==> src/rtl/fifo_pkg.sv <==
// Shared async-FIFO helpers: pointer code conversions and default depth.
// Used by both the read-side and write-side pointer handlers.
package fifo_pkg;

    localparam int unsigned FIFO_ADDR_SIZE = 4;
    localparam int unsigned DEPTH          = 2 ** FIFO_ADDR_SIZE;

    // Callers zero-extend narrower pointers; the conversions are width-agnostic.
    function automatic logic [31:0] bin2gray(input logic [31:0] b);
        return (b >> 1) ^ b;
    endfunction

    function automatic logic [31:0] gray2bin(input logic [31:0] g);
        logic [31:0] b;
        b = g;
        for (int s = 1; s < 32; s = s * 2) begin
            b = b ^ (b >> s);
        end
        return b;
    endfunction

endpackage

==> src/rtl/gray2bin.sv <==
// Combinational gray-to-binary converter for a synchronised pointer.
module gray2bin #(
    parameter int unsigned W = 5
) (
    input  logic [W-1:0] gray,
    output logic [W-1:0] bin_c
);

    // Each binary bit is the XOR of all gray bits at or above it.
    always_comb begin
        bin_c = '0;
        for (int i = 0; i < W; i++) begin
            bin_c[i] = ^(gray >> i);
        end
    end

endmodule

==> src/rtl/rptr_empty_fwft.sv <==
// Async FIFO read-side pointer/empty logic with a first-word-fall-through
// output register, valid/ready handshake, fill level and almost-empty flag.
module rptr_empty_fwft
    import fifo_pkg::*;
#(
    parameter int unsigned ADDR_SIZE = $clog2(DEPTH),
    parameter int unsigned DATA_SIZE = 8,
    parameter int unsigned AE_THRESH = 2
) (
    input  logic                 rclk,
    input  logic                 rrst,
    input  logic [ADDR_SIZE:0]   rq2_wptr,
    input  logic [DATA_SIZE-1:0] rdata_mem,
    input  logic                 rready,
    output logic [ADDR_SIZE-1:0] raddr,
    output logic [ADDR_SIZE:0]   rptr,
    output logic                 rempty,
    output logic                 rvalid,
    output logic [DATA_SIZE-1:0] rdata,
    output logic [ADDR_SIZE+1:0] rlevel,
    output logic                 ralmost_empty
);

    localparam int unsigned PTR_W = ADDR_SIZE + 1;
    localparam int unsigned LVL_W = ADDR_SIZE + 2;

    logic [PTR_W-1:0]     rbin;
    logic [PTR_W-1:0]     rbin_next_c;
    logic [PTR_W-1:0]     rgray_next_c;
    logic [PTR_W-1:0]     wbin_c;
    logic [PTR_W-1:0]     diff_c;
    logic                 fetch_c;
    logic                 rempty_next_c;
    logic                 rvalid_next_c;
    logic [DATA_SIZE-1:0] rdata_next_c;
    logic [LVL_W-1:0]     rlevel_next_c;
    logic                 ralmost_empty_next_c;

    gray2bin #(
        .W(PTR_W)
    ) u_wptr_g2b (
        .gray  (rq2_wptr),
        .bin_c (wbin_c)
    );

    // Fetch pulls the next memory word whenever the output slot is free or
    // being drained; empty is the registered flag so a fresh write waits a cycle.
    always_comb begin
        rvalid_next_c        = rvalid;
        rdata_next_c         = rdata;
        fetch_c              = ~rempty & (~rvalid | rready);
        rbin_next_c          = rbin + PTR_W'(fetch_c);
        rgray_next_c         = PTR_W'(bin2gray(32'(rbin_next_c)));
        rempty_next_c        = (rgray_next_c == rq2_wptr);

        if (fetch_c) begin
            rvalid_next_c = 1'b1;
            rdata_next_c  = rdata_mem;
        end else if (rvalid & rready) begin
            rvalid_next_c = 1'b0;
        end

        // Difference taken at pointer width so it wraps correctly before widening.
        diff_c               = wbin_c - rbin_next_c;
        rlevel_next_c        = LVL_W'(diff_c) + LVL_W'(rvalid_next_c);
        ralmost_empty_next_c = (rlevel_next_c <= LVL_W'(AE_THRESH));
    end

    always_ff @(posedge rclk or posedge rrst) begin
        if (rrst) begin
            rbin          <= '0;
            rptr          <= '0;
            rempty        <= 1'b1;
            rvalid        <= 1'b0;
            rdata         <= '0;
            rlevel        <= '0;
            ralmost_empty <= 1'b1;
        end else begin
            rbin          <= rbin_next_c;
            rptr          <= rgray_next_c;
            rempty        <= rempty_next_c;
            rvalid        <= rvalid_next_c;
            rdata         <= rdata_next_c;
            rlevel        <= rlevel_next_c;
            ralmost_empty <= ralmost_empty_next_c;
        end
    end

    assign raddr = rbin[ADDR_SIZE-1:0];

endmodule

==> config.mk <==
export PLATFORM = sky130hd
export DESIGN_NAME = rptr_empty_fwft
export DESIGN_NICKNAME = d
export VERILOG_FILES = /design/src/rtl/fifo_pkg.sv /design/src/rtl/gray2bin.sv /design/src/rtl/rptr_empty_fwft.sv
export SDC_FILE = /design/constraint.sdc
export NUM_CORES = 1
export LEC_CHECK = 0
export BUFFER_PORTS_ARGS = -buffer_cell sky130_fd_sc_hd__buf_2
export CAP_MARGIN = 20
export CORE_MARGIN = 2
export CORE_UTILIZATION = 50
export DETAILED_ROUTE_END_ITERATION = 12
export HOLD_SLACK_MARGIN = 0.12
export PLACE_DENSITY = 0.79
export SLEW_MARGIN = 40
export SYNTH_ARGS = -nofsm -noshare
export SYNTH_HDL_FRONTEND = slang
export SYNTH_SLANG_ARGS = --single-unit
==> constraint.sdc <==
create_clock -name rclk -period 3.4 [get_ports rclk]
set_input_delay 0.85 -clock rclk [delete_from_list [all_inputs] [get_ports rclk]]
set_output_delay 0.85 -clock rclk [all_outputs]
set_load 0.1 [all_outputs]
### Yosys cells after proc, flatten, opt, wreduce, memory -nomap -nowiden

Index checks and enable logic that the tools add are counted.

| word-level totals | value |
|---|---|
| bits in registers | 27 |
| bits in latches | 0 |
| RAM bits | 0 |
| bits in read-only memories | 0 |
| output and inout bits | 26 |
| logic and storage cells | 25 |
| memories | 0 |

| cells by class | value |
|---|---|
| $add $sub $neg | 3 |
| multiply operators | 0 |
| div/mod/pow operators | 0 |
| order comparisons | 1 |
| eq/ne operators | 1 |
| shift-type cells | 0 |
| muxes and demuxes | 2 |
| bitwise logic cells | 6 |
| reductions and logical operators | 5 |

Operators with widths:

| kind | count |
|---|---|
| $reduce_xor 5->1 | 5 |
| $add 5x1->6 | 1 |
| $le 6x2->1 const B | 1 |
| $add 5x1->5 | 1 |
| $eq 5x5->1 | 1 |
| $sub 5x5->5 | 1 |
| $xor 4x5->5 | 1 |
| $and 1x1->1 | 2 |
| $mux 1 | 2 |
| $not 1->1 | 2 |
| $or 1x1->1 | 1 |

### Depth between registers and ports, before layout

| depth | value |
|---|---|
| depth after elaboration | 7 |
| mapped depth | 11 |

### By module

A second synthesis with hierarchy kept.

| unflattened totals | value |
|---|---|
| cell total of the unflattened synthesis | 101 |
| area, all modules | 1,298.7 sq um |

By module, submodules not included:

| module | instances | cells an instance | area each (sq um) | sequential area each (sq um) |
|---|---|---|---|---|
| rptr_empty_fwft | 1 | 95 | 1,226.2 | 653.1 |
| gray2bin | 1 | 6 | 72.6 | 0.0 |

### Worst setup path before layout

OpenSTA, ideal clock, no wires.

| timing path | value |
|---|---|
| kind | register to register |
| from | register rvalid |
| to | register ralmost_empty |
| setup time | 0.105 ns |
| data arrival time | 3.321 ns |
| slack | -0.026 ns |
| cell stages (with the launch flop) | 11 |
| buffers on the path | 0 |
| period minus slack after synthesis | 3.426 ns |
| cells stage by stage | dfrtp_1 > a21oi_2 > ha_1 > ha_1 > inv_1 > ha_1 > nor2b_1 > o21a_1 > or3_1 > and2_1 > a2111oi_2 |

| on the way | value |
|---|---|
| word-level cells in the longest chain between the ends | 7 |

Ends and longest elaborated chain:

| element | RTL line | text |
|---|---|---|
| start, declared | rptr_empty_fwft.sv:18 | `output logic rvalid,` |
| start signal, assigned | rptr_empty_fwft.sv:82 | `rvalid <= rvalid_next_c;` |
| $not 1->1 | rptr_empty_fwft.sv:51 | `fetch_c = ~rempty & (~rvalid \| rready);` |
| $or 1x1->1 | rptr_empty_fwft.sv:51 |  |
| $and 1x1->1 | rptr_empty_fwft.sv:51 |  |
| via fetch_c | rptr_empty_fwft.sv:32 | `logic fetch_c;` |
| $add 5x1->5 | rptr_empty_fwft.sv:52 | `rbin_next_c = rbin + PTR_W'(fetch_c);` |
| via rbin_next_c[1] | rptr_empty_fwft.sv:28 | `logic [PTR_W-1:0] rbin_next_c;` |
| $sub 5x5->5 | rptr_empty_fwft.sv:64 | `diff_c = wbin_c - rbin_next_c;` |
| $add 5x1->6 | rptr_empty_fwft.sv:65 | `rlevel_next_c = LVL_W'(diff_c) + LVL_W'(rvalid_next_c);` |
| $le 6x2->1 | rptr_empty_fwft.sv:66 | `ralmost_empty_next_c = (rlevel_next_c <= LVL_W'(AE_THRESH));` |
| via ralmost_empty_next_c | rptr_empty_fwft.sv:37 | `logic ralmost_empty_next_c;` |
| end signal, assigned | rptr_empty_fwft.sv:85 | `ralmost_empty <= ralmost_empty_next_c;` |
| end, declared | rptr_empty_fwft.sv:21 | `output logic ralmost_empty` |

The timed path passes the listed nets, and every way through them passes these cells.
A chain may end at the register's enable or synchronous reset.

### Worst setup path after layout

| timing path | value |
|---|---|
| from | input port rq2_wptr[4] |
| to | register ralmost_empty |

| on the way | value |
|---|---|
| word-level cells in the longest chain between the ends | 4 |

Ends and longest elaborated chain:

| element | RTL line | text |
|---|---|---|
| start, declared | rptr_empty_fwft.sv:12 | `input logic [ADDR_SIZE:0] rq2_wptr,` |
| $reduce_xor 5->1 | gray2bin.sv:13 | `bin_c[i] = ^(gray >> i);` |
| $sub 5x5->5 (*) | rptr_empty_fwft.sv:64 |  |
| $add 5x1->6 (*) | rptr_empty_fwft.sv:65 |  |
| $le 6x2->1 (*) | rptr_empty_fwft.sv:66 |  |
| via ralmost_empty_next_c | rptr_empty_fwft.sv:37 |  |

The timed path passes the listed nets; every way through them passes the cells marked *.

==> reports/results.tsv <==
stage	metric	value	unit
setup_path	Critical R2R Launch	rempty	
timing	Setup Skew	0.00263	ns
yosys	Yosys top cell by area	dfrtp_1	
timing	count of final setup violators	0	
yosys	Mapped Cells	108	
final_layout	Register Area	654	µm²
yosys	Post-synth top cells	dfrtp_1, inv_1, xnor2_1	
floorplanning	Die W	55.4	µm
setup_path	Critical R2R Capture	ralmost_empty	
timing	final setup TNS	0	ns
setup_path	CP cell instances	buf_2, xor2_1, xnor2_1, xor2_1, xor2_1, ha_1, fa_1, inv_1, ha_1, and2_1, a21oi_1, a2111oi_2	
timing	relative slew slack	65.7	%
yosys	complex-gate fraction of the synthesized area	5.49	%
setup_path	reg-to-reg setup timing slack	0.62	ns
flow_run	MaxCap Viol Count	0	
global_route	first-pass GRT wire length	4270	µm
place	pre-CTS WS	0.0454	ns
global_route	All-Layer GR Usage	18.0	%
final_layout	share of layout cells above drive strength 1	44.9	%
clock_network	CTS tree	done	
timing	Final Cycle Share	89.6	%
yosys	largest family of logic cells by synthesized area	XOR/XNOR gates	
clock_network	Post-CTS Setup Inserts	0	
yosys	mux share of post-synthesis cell area	7.67	%
clock_network	Inserted Clock Buffers	3	
setup_path	critical path capture point type	register	
final_layout	area occupied by multi-input gates	616	µm²
routing	Starting DRT DRC Count	22	
yosys	mapped cell area	1320	µm²
timing	final hold vios	0	
setup_path	crit-path most repeated cell	xor2_1	
routing	routed wire length	2520	µm
yosys	xor and xnor area share after synthesis	17.0	%
floorplanning	Core Rows	18	
yosys	ys flop type	dfrtp_1	
clock_network	worst-case clock buffer depth	2	
clock_network	clock latency on the worst-skew pair	0.32	ns
yosys	FFs w/ async S/R, synth	100	%
clock_network	CTS HTree Levels	1	
floorplanning	core area	2500	µm²
place	GP Congestion	0.859	
routing	WL/cell	13.4	µm
final_layout	Final nets	184	
timing	Period minus WS final	3.05	ns
yosys	Netlist cell types	28	
yosys	YS warnings	0	
final_layout	final core occ	66.2	%
yosys	proportion of netlist area held by the largest area contributor	45.5	%
setup_path	CP Launch Type	input pin	
setup_path	crit-path max FO	3	
clock_network	clk root buf	clkbuf_4	
yosys	top-count cell post-synth	dfrtp_1	
clock_network	hold buffers post-CTS	0	
timing	Fmax achieved	328	MHz
yosys	post-synthesis register bit count	26	
setup_path	critical setup path kind	in -> reg	
min_path	Hold Crit Class	reg -> reg	
setup_path	CP Data Required Time	3.63	ns
yosys	syn_nets	133	
min_path	Min-Delay Endpoint	rdata[1]	
clock_network	clk sink count	26	
global_route	vias in the first global route	948	
setup_path	Worst Path Buf+Inv	2	
global_route	initial antenna violation count	0	
global_route	largest net degree at the start of global routing	27	
timing	Max Slew Vio Count	0	
yosys	Synth Area in Simple Gates	7.39	%
setup_path	Arr. time, crit path	3.28	ns
final_layout	Post-Layout Cell Count	188	
yosys	Mean Syn Cell Area	12.2	µm²
floorplanning	Die Span Y	55.4	µm
setup_path	Crit-path slowest cell	fa_1	
setup_path	Crit path largest cell delay	0.43	ns
yosys	number of flops mapped to enable cells by yosys	0	
yosys	Post-Synth Adder-Cell Area	9.09	%
final_layout	Area growth syn-to-layout	25.3	%
setup_path	delay-heaviest family, CP	XOR/XNOR gates	
floorplanning	die area	3070	µm²
clock_network	clock slew at reported path FFs	0.14	ns
min_path	worst hold stages	1	
routing	# DRC	0	
place	IO buf count	41	
final_layout	filler instances	193	
run_status	status	finished, final reports clean	
routing	drt first pass iters	4	
routing	vias after detailed routing	957	
yosys	ranking of synthesized cells by area	dfrtp_1, mux2_2, ha_1	
setup_path	Register-to-Register Path Depth	9	
floorplanning	io pins	42	
clock_network	post-cts resize count	0	
yosys	post-synthesis sequential area ratio	49.4	%
routing	Vias per Instance	5.09	
floorplanning	Initial Util	52.9	%
timing	RSZ-0062 raised after global routing	false	
routing	antenna viol nets, final	0	
final_layout	ANT cells	0	
place	dpl cells	184	
timing	final worst slack	0.353	ns
min_path	Min-Delay Startpoint	rdata[1]	
global_route	remaining global-route overflow	0	
timing	Worst-Margin Slew	0.513	ns
place	Post-DP HPWL	2050	µm
## metrics by stage
stage / cell area [µm²] / hold slack (ns)
after global routing: 1660 / 0.537
final: 1660 / 0.517
after floorplan: 1320 / 0.744
after CTS: 1660 / 0.523
after global placement: 1600 / 0.484
after detailed placement: 1600 / 0.490
## sequential cells by signal (all words and copies together) (netlist names)
signal / flops
rdata: 8
rlevel: 6
rbin: 5
rptr: 4
ralmost_empty: 1
rempty: 1
rvalid: 1
## routing by layer
metal | up-vias | share of wire, % | track usage, %
met1 | 455 | 41 | 22.6
met4 | 0 | 3.5 | 12.2
li1 | 453 | - | -
met3 | 8 | 6.4 | 1.87
met2 | 41 | 49 | 29.1
met5 | - | 0 | 0
## area by class of cell
class | count | share of cell area (%)
Clock buffer | 3 | 1.36
Clock inverter | 1 | 1.81
Inverter | 14 | 3.17
Multi-Input combinational cell | 68 | 37.2
Sequential cell | 26 | 39.5
Tap cell | 30 | 2.27
Timing Repair Buffer | 46 | 14.7
## worst max-delay path by stage
stage / start / endpoint / slack, ns / cells past startpoint
after floorplan: rready / ralmost_empty / 0.11 / 10
after global placement: rq2_wptr[4] / rlevel[5] / 0.14 / 12
after detailed placement: rq2_wptr[4] / ralmost_empty / 0.05 / 12
after CTS: rq2_wptr[4] / ralmost_empty / 0.37 / 12
after global routing: rq2_wptr[4] / ralmost_empty / 0.24 / 12
final: rq2_wptr[4] / ralmost_empty / 0.35 / 12
## logic make-up after synthesis
logic type,after synthesis
AOI/OAI and AO/OA,10
buffers and inverters,14
muxes,9
adders and majority gates,9
xor gates and xnor gates,23
and+or+nand+nor,17
DFF,26
## cells in the final DEF, fill, tap and decap left out, drive strengths merged
cell type,n
dfrtp,24
nor2,1
o21ai,3
clkbuf,3
a21o,1
o21a,1
nand3,4
xnor2,12
a2111oi,1
or3,1
a21oi,3
buf,46
nor2b,1
mux2,9
nand2,3
dfstp,2
a22o,1
bufinv,1
inv,14
xor2,11
and2b,1
and2,2
nor3,2
and3,2
ha,8
fa,1
Power is left out: the tool's default activity adds up to more than one toggle a clock period on the data nets, which glitch-free logic cannot reach.
